`src/rtl/bg_pixel_engine_if.sv`:
```
// Bundles the handshake, configuration and result signals of bg_pixel_engine.
// The slave modport is the engine's view; master is the controller's view.
interface bg_pixel_engine_if #(
    parameter int NUM_PIXELS = 4,
    parameter int PIX_W      = 8
);
    localparam int SUM_W  = PIX_W + $clog2(NUM_PIXELS + 1);
    localparam int DIST_W = 2 * PIX_W + 2;
    localparam int CNT_W  = $clog2(NUM_PIXELS + 1);
    localparam int VEC_W  = NUM_PIXELS * PIX_W;

    // Handshake: Start is taken only in IDLE, Ack only in DONE; Done stays
    // high until the edge at which Ack is seen, results hold until next Start.
    logic              Start;
    logic              Ack;
    logic [1:0]        Mode;
    logic [PIX_W-1:0]  Red_Exp;
    logic [PIX_W-1:0]  Green_Exp;
    logic [PIX_W-1:0]  Blue_Exp;
    logic [DIST_W-1:0] Threshold;
    logic [PIX_W-1:0]  Desired_Bg_R;
    logic [PIX_W-1:0]  Desired_Bg_G;
    logic [PIX_W-1:0]  Desired_Bg_B;
    logic [VEC_W-1:0]  Red_In;
    logic [VEC_W-1:0]  Green_In;
    logic [VEC_W-1:0]  Blue_In;
    logic [VEC_W-1:0]  Red_Out;
    logic [VEC_W-1:0]  Green_Out;
    logic [VEC_W-1:0]  Blue_Out;
    logic [SUM_W-1:0]  Red_Sum;
    logic [SUM_W-1:0]  Green_Sum;
    logic [SUM_W-1:0]  Blue_Sum;
    logic [CNT_W-1:0]  Bg_Count;
    logic              Busy;
    logic              Done;
    logic              Qi;
    logic              Qr;
    logic              Qd;

    modport master (
        output Start, Ack, Mode, Red_Exp, Green_Exp, Blue_Exp, Threshold,
               Desired_Bg_R, Desired_Bg_G, Desired_Bg_B, Red_In, Green_In, Blue_In,
        input  Red_Out, Green_Out, Blue_Out, Red_Sum, Green_Sum, Blue_Sum,
               Bg_Count, Busy, Done, Qi, Qr, Qd
    );

    modport slave (
        input  Start, Ack, Mode, Red_Exp, Green_Exp, Blue_Exp, Threshold,
               Desired_Bg_R, Desired_Bg_G, Desired_Bg_B, Red_In, Green_In, Blue_In,
        output Red_Out, Green_Out, Blue_Out, Red_Sum, Green_Sum, Blue_Sum,
               Bg_Count, Busy, Done, Qi, Qr, Qd
    );
endinterface

```
`src/rtl/bg_pixel_engine.sv`:
```
// Background-removal PE: latches a block of NUM_PIXELS RGB pixels, processes one
// per clock (channel sums and/or threshold replacement) under Start/Done/Ack.
module bg_pixel_engine #(
    parameter int NUM_PIXELS = 4,
    parameter int PIX_W      = 8
) (
    input logic              Clk,
    input logic              Reset_n,
    bg_pixel_engine_if.slave bus
);
    localparam int SUM_W  = PIX_W + $clog2(NUM_PIXELS + 1);
    localparam int DIST_W = 2 * PIX_W + 2;
    localparam int CNT_W  = $clog2(NUM_PIXELS + 1);
    localparam int VEC_W  = NUM_PIXELS * PIX_W;

    localparam logic [2:0] S_IDLE = 3'b001;
    localparam logic [2:0] S_RUN  = 3'b010;
    localparam logic [2:0] S_DONE = 3'b100;

    logic [2:0]        r_state;
    logic [CNT_W-1:0]  r_cnt;
    logic [1:0]        r_mode;
    logic [PIX_W-1:0]  r_exp_r, r_exp_g, r_exp_b;
    logic [PIX_W-1:0]  r_des_r, r_des_g, r_des_b;
    logic [DIST_W-1:0] r_thr;
    logic [VEC_W-1:0]  r_red_in, r_green_in, r_blue_in;
    logic [VEC_W-1:0]  r_red_out, r_green_out, r_blue_out;
    logic [SUM_W-1:0]  r_red_sum, r_green_sum, r_blue_sum;
    logic [CNT_W-1:0]  r_bg_cnt;

    logic [PIX_W-1:0]          w_pix_r, w_pix_g, w_pix_b;
    logic signed [PIX_W:0]     w_dr, w_dg, w_db;
    logic signed [DIST_W-1:0]  w_sq_r, w_sq_g, w_sq_b;
    logic [DIST_W-1:0]         w_dist;
    logic                      w_hit;
    logic                      w_last;

    assign w_pix_r = r_red_in[r_cnt*PIX_W +: PIX_W];
    assign w_pix_g = r_green_in[r_cnt*PIX_W +: PIX_W];
    assign w_pix_b = r_blue_in[r_cnt*PIX_W +: PIX_W];

    // Zero-extend before subtracting so the difference is a proper signed value.
    assign w_dr = $signed({1'b0, w_pix_r}) - $signed({1'b0, r_exp_r});
    assign w_dg = $signed({1'b0, w_pix_g}) - $signed({1'b0, r_exp_g});
    assign w_db = $signed({1'b0, w_pix_b}) - $signed({1'b0, r_exp_b});

    assign w_sq_r = w_dr * w_dr;
    assign w_sq_g = w_dg * w_dg;
    assign w_sq_b = w_db * w_db;
    assign w_dist = $unsigned(w_sq_r) + $unsigned(w_sq_g) + $unsigned(w_sq_b);

    assign w_hit  = r_mode[1] && (w_dist <= r_thr);
    assign w_last = (r_cnt == CNT_W'(NUM_PIXELS - 1));

    always_ff @(posedge Clk or negedge Reset_n) begin
        if (!Reset_n) begin
            r_state     <= S_IDLE;
            r_cnt       <= '0;
            r_mode      <= '0;
            r_exp_r     <= '0;
            r_exp_g     <= '0;
            r_exp_b     <= '0;
            r_des_r     <= '0;
            r_des_g     <= '0;
            r_des_b     <= '0;
            r_thr       <= '0;
            r_red_in    <= '0;
            r_green_in  <= '0;
            r_blue_in   <= '0;
            r_red_out   <= '0;
            r_green_out <= '0;
            r_blue_out  <= '0;
            r_red_sum   <= '0;
            r_green_sum <= '0;
            r_blue_sum  <= '0;
            r_bg_cnt    <= '0;
        end else begin
            case (r_state)
                S_IDLE: begin
                    if (bus.Start) begin
                        r_mode      <= bus.Mode;
                        r_exp_r     <= bus.Red_Exp;
                        r_exp_g     <= bus.Green_Exp;
                        r_exp_b     <= bus.Blue_Exp;
                        r_des_r     <= bus.Desired_Bg_R;
                        r_des_g     <= bus.Desired_Bg_G;
                        r_des_b     <= bus.Desired_Bg_B;
                        r_thr       <= bus.Threshold;
                        r_red_in    <= bus.Red_In;
                        r_green_in  <= bus.Green_In;
                        r_blue_in   <= bus.Blue_In;
                        r_red_sum   <= '0;
                        r_green_sum <= '0;
                        r_blue_sum  <= '0;
                        r_bg_cnt    <= '0;
                        r_cnt       <= '0;
                        r_state     <= S_RUN;
                    end
                end
                S_RUN: begin
                    r_red_out[r_cnt*PIX_W +: PIX_W]   <= w_hit ? r_des_r : w_pix_r;
                    r_green_out[r_cnt*PIX_W +: PIX_W] <= w_hit ? r_des_g : w_pix_g;
                    r_blue_out[r_cnt*PIX_W +: PIX_W]  <= w_hit ? r_des_b : w_pix_b;
                    // Sums always take the original pixel, never the replacement.
                    if (r_mode[0]) begin
                        r_red_sum   <= r_red_sum + SUM_W'(w_pix_r);
                        r_green_sum <= r_green_sum + SUM_W'(w_pix_g);
                        r_blue_sum  <= r_blue_sum + SUM_W'(w_pix_b);
                    end
                    if (w_hit) begin
                        r_bg_cnt <= r_bg_cnt + CNT_W'(1);
                    end
                    if (w_last) begin
                        r_state <= S_DONE;
                    end else begin
                        r_cnt <= r_cnt + CNT_W'(1);
                    end
                end
                S_DONE: begin
                    if (bus.Ack) begin
                        r_state <= S_IDLE;
                    end
                end
                default: r_state <= S_IDLE;
            endcase
        end
    end

    assign bus.Red_Out   = r_red_out;
    assign bus.Green_Out = r_green_out;
    assign bus.Blue_Out  = r_blue_out;
    assign bus.Red_Sum   = r_red_sum;
    assign bus.Green_Sum = r_green_sum;
    assign bus.Blue_Sum  = r_blue_sum;
    assign bus.Bg_Count  = r_bg_cnt;
    assign bus.Qi        = r_state[0];
    assign bus.Qr        = r_state[1];
    assign bus.Qd        = r_state[2];
    assign bus.Busy      = r_state[1];
    assign bus.Done      = r_state[2];
endmodule
```
`src/flat_wrapper.sv`:
```
// flat-port wrapper written by rule: the top's interface ports become plain ports
module bg_pixel_engine_flat 
#(
    parameter int NUM_PIXELS = 4,
    parameter int PIX_W      = 8
)
  (Clk, Reset_n, bus_Start, bus_Ack, bus_Mode, bus_Red_Exp, bus_Green_Exp, bus_Blue_Exp, bus_Threshold, bus_Desired_Bg_R, bus_Desired_Bg_G, bus_Desired_Bg_B, bus_Red_In, bus_Green_In, bus_Blue_In, bus_Red_Out, bus_Green_Out, bus_Blue_Out, bus_Red_Sum, bus_Green_Sum, bus_Blue_Sum, bus_Bg_Count, bus_Busy, bus_Done, bus_Qi, bus_Qr, bus_Qd);
  bg_pixel_engine_if #(.NUM_PIXELS(NUM_PIXELS), .PIX_W(PIX_W)) bus_i ();
  input logic Clk;
  input logic Reset_n;
  input wire logic [$bits(bus_i.Start)-1:0] bus_Start;
  input wire logic [$bits(bus_i.Ack)-1:0] bus_Ack;
  input wire logic [$bits(bus_i.Mode)-1:0] bus_Mode;
  input wire logic [$bits(bus_i.Red_Exp)-1:0] bus_Red_Exp;
  input wire logic [$bits(bus_i.Green_Exp)-1:0] bus_Green_Exp;
  input wire logic [$bits(bus_i.Blue_Exp)-1:0] bus_Blue_Exp;
  input wire logic [$bits(bus_i.Threshold)-1:0] bus_Threshold;
  input wire logic [$bits(bus_i.Desired_Bg_R)-1:0] bus_Desired_Bg_R;
  input wire logic [$bits(bus_i.Desired_Bg_G)-1:0] bus_Desired_Bg_G;
  input wire logic [$bits(bus_i.Desired_Bg_B)-1:0] bus_Desired_Bg_B;
  input wire logic [$bits(bus_i.Red_In)-1:0] bus_Red_In;
  input wire logic [$bits(bus_i.Green_In)-1:0] bus_Green_In;
  input wire logic [$bits(bus_i.Blue_In)-1:0] bus_Blue_In;
  output wire logic [$bits(bus_i.Red_Out)-1:0] bus_Red_Out;
  output wire logic [$bits(bus_i.Green_Out)-1:0] bus_Green_Out;
  output wire logic [$bits(bus_i.Blue_Out)-1:0] bus_Blue_Out;
  output wire logic [$bits(bus_i.Red_Sum)-1:0] bus_Red_Sum;
  output wire logic [$bits(bus_i.Green_Sum)-1:0] bus_Green_Sum;
  output wire logic [$bits(bus_i.Blue_Sum)-1:0] bus_Blue_Sum;
  output wire logic [$bits(bus_i.Bg_Count)-1:0] bus_Bg_Count;
  output wire logic [$bits(bus_i.Busy)-1:0] bus_Busy;
  output wire logic [$bits(bus_i.Done)-1:0] bus_Done;
  output wire logic [$bits(bus_i.Qi)-1:0] bus_Qi;
  output wire logic [$bits(bus_i.Qr)-1:0] bus_Qr;
  output wire logic [$bits(bus_i.Qd)-1:0] bus_Qd;
  assign bus_i.Start = bus_Start;
  assign bus_i.Ack = bus_Ack;
  assign bus_i.Mode = bus_Mode;
  assign bus_i.Red_Exp = bus_Red_Exp;
  assign bus_i.Green_Exp = bus_Green_Exp;
  assign bus_i.Blue_Exp = bus_Blue_Exp;
  assign bus_i.Threshold = bus_Threshold;
  assign bus_i.Desired_Bg_R = bus_Desired_Bg_R;
  assign bus_i.Desired_Bg_G = bus_Desired_Bg_G;
  assign bus_i.Desired_Bg_B = bus_Desired_Bg_B;
  assign bus_i.Red_In = bus_Red_In;
  assign bus_i.Green_In = bus_Green_In;
  assign bus_i.Blue_In = bus_Blue_In;
  assign bus_Red_Out = bus_i.Red_Out;
  assign bus_Green_Out = bus_i.Green_Out;
  assign bus_Blue_Out = bus_i.Blue_Out;
  assign bus_Red_Sum = bus_i.Red_Sum;
  assign bus_Green_Sum = bus_i.Green_Sum;
  assign bus_Blue_Sum = bus_i.Blue_Sum;
  assign bus_Bg_Count = bus_i.Bg_Count;
  assign bus_Busy = bus_i.Busy;
  assign bus_Done = bus_i.Done;
  assign bus_Qi = bus_i.Qi;
  assign bus_Qr = bus_i.Qr;
  assign bus_Qd = bus_i.Qd;
  bg_pixel_engine #(.NUM_PIXELS(NUM_PIXELS), .PIX_W(PIX_W)) u_core (.Clk(Clk), .Reset_n(Reset_n), .bus(bus_i));
endmodule
```
`config.mk`:
```
export PLATFORM = sky130hd
export DESIGN_NAME = bg_pixel_engine_flat
export DESIGN_NICKNAME = d
export VERILOG_FILES = /design/src/rtl/bg_pixel_engine_if.sv /design/src/rtl/bg_pixel_engine.sv /design/src/flat_wrapper.sv
export SDC_FILE = /design/constraint.sdc
export NUM_CORES = 1
export LEC_CHECK = 0
export CAP_MARGIN = 0
export CORE_UTILIZATION = 45
export CTS_CLUSTER_SIZE = 28
export DETAILED_ROUTE_END_ITERATION = 10
export PLACE_DENSITY = 0.74
export SYNTH_ARGS = -nofsm -noshare
export SYNTH_HDL_FRONTEND = slang
export SYNTH_SLANG_ARGS = --single-unit
```
`constraint.sdc`:
```
create_clock -name Clk -period 22.7 [get_ports Clk]
set_input_delay 4.54 -clock Clk [delete_from_list [all_inputs] [get_ports Clk]]
set_output_delay 4.54 -clock Clk [all_outputs]
set_load 0.01 [all_outputs]
```
-- Word-level counts from Yosys, hierarchy flattened
Cells that the tools add are included.
- add/subtract/negate cells: 11
- $mul: 3
- order comparisons: 1
- equality and inequality tests: 10
- shift operators: 7
- mux-type cells: 22
- reductions and logical operators: 7
- operators with widths (cell ; number):
    $shiftx 8x34->32 ; 3
    $bwmux 32 ; 3
    $shiftx 32x7->8 ; 3
    $pmux 11 s2 ; 3
    $mul 9x9->18 ; 3
    $mux 11 ; 4
    $add 18x18->18 ; 2
    $neg 6->34 ; 1
    $shift 8x34->32 const A ; 1
    $add 11x8->11 ; 3
    $sub 8x8->9 ; 3
    $mux 8 ; 3
    $le 18x18->1 ; 1
    $mux 3 ; 6
    $pmux 3 s2 ; 2
    $reduce_and 3->1 ; 4
    $pmux 3 s3 ; 1
    $add 3x1->3 const B ; 2
    $eq 3x2->1 const B ; 2
    $ne 2x1->1 const B ; 3
    $ne 2x2->1 const B ; 3
    $eq 3x1->1 const B ; 1
    $eq 3x3->1 const B ; 1
    $reduce_and 2->1 ; 1
    other kinds (2) ; 2
- flip-flop bits (word level): 302
- input bits: 168
- output and inout port bits: 137
- logic and storage cells: 81

-- Longest topological paths before layout
- word-level depth: 10
- gate-level depth with buffers: 47
- mapped depth without buffers: 43

-- Worst setup path before layout
Ideal clock, no wire load.
- path type: reg2reg
- start point: reg u_core.r_cnt[0]
- end point: reg u_core.r_blue_out[13], in the netlist u_core.bus.Blue_Out[13]
- setup time: 0.133 ns
- arrival time: 11.392 ns
- required time: 22.567 ns
- slack: 11.175 ns
- stages on the path, launching flop included: 46
- path buffers: 5
- clock period less this slack: 11.525 ns
- path through: dfrtp_1 > buf_2 > buf_2 > mux4_2 > and2_1 > inv_1 > ha_1 > fa_1 > nor2b_1 > o21ai_0 > nand2b_1 > a21o_1 > a21o_1 > a21o_1 > a21oi_1 > clkbuf_1 > nand2_1 > fa_1 > (+10 left out) > ha_1 > nand2_1 > o21ai_0 > nor4_1 > or3_1 > o21bai_1 > a21oi_1 > xnor2_1 > ha_1 > nand3_1 > or3_1 > a21oi_1 > o221ai_1 > a31oi_1 > buf_1 > buf_2 > mux2i_1 > o21ai_0
- cells in the longest elaborated chain, start to end: 10
- elaborated cells between the ends (all ways): 18
- classes of those cells: 6 x add/sub; 3 x mul; 1 x order compare; 5 x shift; 2 x mux; 1 x reduce/logical
- ends and longest elaborated chain (element ; line ; source):
    from (decl) ; bg_pixel_engine.sv:21 ; logic [CNT_W-1:0] r_cnt;
    from (signal assigned) ; bg_pixel_engine.sv:116 ; r_cnt <= r_cnt + CNT_W'(1);
    $shiftx 32x7->8, on equally long branches ; bg_pixel_engine.sv:38, bg_pixel_engine.sv:39 ;
    $sub 8x8->9, on equally long branches ; bg_pixel_engine.sv:43, bg_pixel_engine.sv:44 ;
    $mul 9x9->18, on equally long branches ; bg_pixel_engine.sv:47, bg_pixel_engine.sv:48 ;
    $add 18x18->18 (2 in a row) ; bg_pixel_engine.sv:50 ; assign w_dist = $unsigned(w_sq_r) + $unsigned(w_sq_g) + $unsigned(w_sq_b);
    $le 18x18->1 ; bg_pixel_engine.sv:52 ; assign w_hit = r_mode[1] && (w_dist <= r_thr);
    $logic_and 1x1->1 ; bg_pixel_engine.sv:52 ;
    $mux 8 ; bg_pixel_engine.sv:103 ; r_blue_out[r_cnt*PIX_W +: PIX_W] <= w_hit ? r_des_b : w_pix_b;
    $shiftx 8x34->32 ; bg_pixel_engine.sv:103 ;
    $bwmux 32 (*) ; bg_pixel_engine.sv:103 ;
    to (signal, indexed assignment) ; bg_pixel_engine.sv:103 ;
    to (decl) ; bg_pixel_engine.sv:27 ; logic [VEC_W-1:0] r_red_out, r_green_out, r_blue_out;
Mark *: on every way between the ends. The rest lies on a longest branch, timed or not.
A chain may end at the register's enable or synchronous reset.

-- Final worst setup path
- start point: reg u_core.r_cnt[0]
- end point: reg u_core.r_blue_out[11], in the netlist u_core.bus.Blue_Out[11]
Same word-level chain as after synthesis.

==> impl_metrics.json <==
{
  "globalplace.congestion": 0.956,
  "holdPathStages": 2,
  "synth-main-ff-cell": "dfrtp_1",
  "postSynthCellCount": 2400,
  "synth_warnings": 0,
  "first_pass_iters": 7,
  "rows": 82,
  "synthArstFlopShare": 1.00,
  "crit_arrival_ns": 13.30,
  "fin_skew_ns": 0.0187,
  "syn_avg_cell_area_um2": 9.50,
  "first_iter_violations": 1162,
  "place_area_um2": 26500,
  "max-cap-violations": 0,
  "clockRootBuffer": "clkbuf_16",
  "cts_resized": 0,
  "wl_per_cell_um": 19.3,
  "grt_usage": 0.258,
  "crit_top_cell": "fa_1",
  "viasPerCell": 5.23,
  "synth.distinct_cells": 63,
  "drive_gt1_frac": 0.0483,
  "layout.nets": 3234,
  "netlist_area_um2": 22800,
  "htree_levels": 1,
  "fin_tns_setup_ns": 0,
  "dp_cells": 3307,
  "grt_max_degree": 103,
  "cts-hold-fix-buffers": 0,
  "synth_edf_count": 0,
  "min_to": "u_core.r_blue_in[11]$_DFFE_PN0P_",
  "final_area_um2": 27600,
  "cp_max_fo": 32,
  "drc_errors": 0,
  "end_kind": "flop",
  "die_h_um": 227,
  "clkLatencyLatePin_ns": 0.58,
  "drv_slew": 0,
  "rrSetupSlack_ns": 9.83,
  "cts_tree": "done",
  "cts.clk_slew.worst_paths_ns": 0.07,
  "cpMaxStageDelayCell": "dfrtp_2",
  "area_growth_pct": 21.0,
  "initial_utilization": 0.455,
  "top_level_ports": 305,
  "r2r-end": "u_core.bus.Blue_Out[11]$_DFFE_PN0P_",
  "port_buffers": 304,
  "dr_wl_met2_um": 32300,
  "tightest_slew_ns": 1.18,
  "slowest_delay_ns": 1.01,
  "min_path_type": "reg -> reg",
  "rr_worst_depth": 41,
  "antenna_found_initial": 1,
  "antennaDiodeCount": 0,
  "core_um2": 50100,
  "grt_pass1_vias": 18700,
  "wl_met1_um": 25800,
  "r2r_start": "u_core.r_cnt[0]$_DFFE_PN0P_",
  "post_cts_buffers": 0,
  "die-area_um2": 51600,
  "totalWireLength_um": 65000,
  "fin_cells": 3365,
  "ys_ff_latch": 302,
  "path_class": "reg -> reg",
  "cts_buffer_depth": 3,
  "hold_start": "u_core.r_blue_in[11]$_DFFE_PN0P_",
  "dpl.hpwl_um": 52000,
  "period_share": 0.567,
  "max_slew_margin": 0.211,
  "numCtsBuffers": 31,
  "rsz0062_at_grt": "false",
  "top_layer_used": "met5",
  "required_ns": 23.13,
  "cts.sinks": 302,
  "ys_seq_area_frac": 0.332,
  "drtAntennaViolNets": 0,
  "status": "complete, no violations",
  "grt_pass1_wl_um": 102000,
  "hold_viol": 0,
  "nFillCells": 4449,
  "hold_ws_ns": 0.472,
  "routed-via-count": 17600,
  "fmax_ghz": 0.0777,
  "synth_nets": 2966,
  "period_needed_ns": 12.87,
  "critPathLaunchType": "flop",
  "die_x_um": 227,
  "route.met3.wl_um": 4050,
  "setup_viol": 0,
  "grt_overflow_total": 0
}
-- Yosys cell counts, drive strengths merged, types with 9 or more instances --
master,number,area (um2)
ha,161,2010
clkbuf,79,297
and2,30,188
nand2b,20,125
buf,9,50.1
dfrtp,301,7530
nor2,133,502
nand3,16,80.1
nand2,585,2200
xnor2,66,578
fa,237,4740
mux4,25,563
a21o,25,188
xor2,24,244
mux2i,28,280
a21oi,70,365
nor2b,13,81.3
inv,333,1250
o21ai,137,686
or2,10,62.6
-- layer usage --
metal	vias up	track usage
li1	8055	-
met1	8804	0.331
met2	604	0.439
met3	138	0.0410
met4	2	0.104
met5	-	0
-- cells by family after synthesis --
family	after synthesis	share of synthesized area
AND/OR/NAND/NOR	834	0.150
buffers and inverters	424	0.0705
adder cells (fa/ha/maj)	400	0.297
flip-flops	302	0.332
AO/OA/AOI/OAI	296	0.0772
XOR/XNOR	90	0.0361
multiplexers	54	0.0377
-- stage by stage --
step / worst slack, ns / util
floorplan: 11.18 / -
global route: 9.12 / 0.551
CTS: 9.81 / 0.551
global placement: 10.14 / 0.530
finish: 9.83 / 0.551
detailed placement: 9.85 / 0.530
-- placed cells by master, fill, tap and decap left out, types with 4 or more instances in the layout --
cell / instances
or2_2: 9
o31ai_1: 6
xor2_1: 21
and2_1: 30
o41ai_1: 5
xnor2_1: 66
nor2_1: 130
o21bai_1: 7
clkdlybuf4s50_1: 303
fa_1: 237
a22o_1: 6
inv_6: 5
nor2b_1: 13
nand4_1: 5
nand2_1: 585
clkbuf_8: 11
a21o_1: 25
mux4_2: 25
o21a_1: 7
clkinv_2: 5
nand2b_1: 20
nand3_1: 15
ha_1: 161
inv_1: 332
a31oi_1: 6
or3_1: 7
nand3b_1: 4
a21oi_1: 68
mux2i_1: 28
nor3_1: 4
buf_4: 19
clkbuf_16: 31
o21ai_0: 137
dfrtp_1: 300
-- sequential cells by signal (all words and copies together), names as in the netlist, 8 cells and up --
register and count:
u_core.bus.Blue_Out 32, u_core.bus.Blue_Sum 11, u_core.bus.Green_Out 32, u_core.bus.Green_Sum 11
u_core.bus.Red_Out 32, u_core.bus.Red_Sum 11, u_core.r_blue_in 32, u_core.r_des_b 8
u_core.r_des_g 8, u_core.r_des_r 8, u_core.r_exp_b 8, u_core.r_exp_g 8
u_core.r_exp_r 8, u_core.r_green_in 32, u_core.r_red_in 32, u_core.r_thr 18
-- critical path: cells and delay by family (launching register included) --
family	cells	cell delay (ns)
xor gates and xnor gates	1	0.15
muxes	2	1.26
DFF	1	1.01
adders and majority gates	12	5.35
AOI/OAI and AO/OA	12	2.36
buffers and inverters	6	0.76
and+or+nand+nor	8	1.77
-- worst max-delay path by stage --
stage / from / end / slack, ns / cells past startpoint
after floorplan: u_core.r_cnt[0]$_DFFE_PN0P_ / u_core.bus.Blue_Out[13]$_DFFE_PN0P_ / 11.18 / 45
final: u_core.r_cnt[0]$_DFFE_PN0P_ / u_core.bus.Blue_Out[11]$_DFFE_PN0P_ / 9.83 / 41
after CTS: u_core.r_cnt[0]$_DFFE_PN0P_ / u_core.bus.Blue_Out[18]$_DFFE_PN0P_ / 9.81 / 40
after detailed placement: u_core.r_cnt[0]$_DFFE_PN0P_ / u_core.bus.Blue_Out[19]$_DFFE_PN0P_ / 9.85 / 40
after global placement: u_core.r_cnt[0]$_DFFE_PN0P_ / u_core.bus.Green_Out[1]$_DFFE_PN0P_ / 10.14 / 41
after global routing: u_core.r_cnt[0]$_DFFE_PN0P_ / u_core.bus.Blue_Out[10]$_DFFE_PN0P_ / 9.12 / 40
-- final cells by class --
cell class | instances | area [um2] | area share
multi-input cells | 1674 | 13700 | 0.496
flip-flops and latches | 302 | 7560 | 0.274
repair buffers | 323 | 3190 | 0.116
inverters | 336 | 1260 | 0.0457
clock buffers | 44 | 935 | 0.0339
well taps | 672 | 841 | 0.0305
clock inverters | 14 | 124 | 0.00449
Power is left out: the tool's default activity adds up to more than one toggle a clock period on the data nets, which glitch-free logic cannot reach.
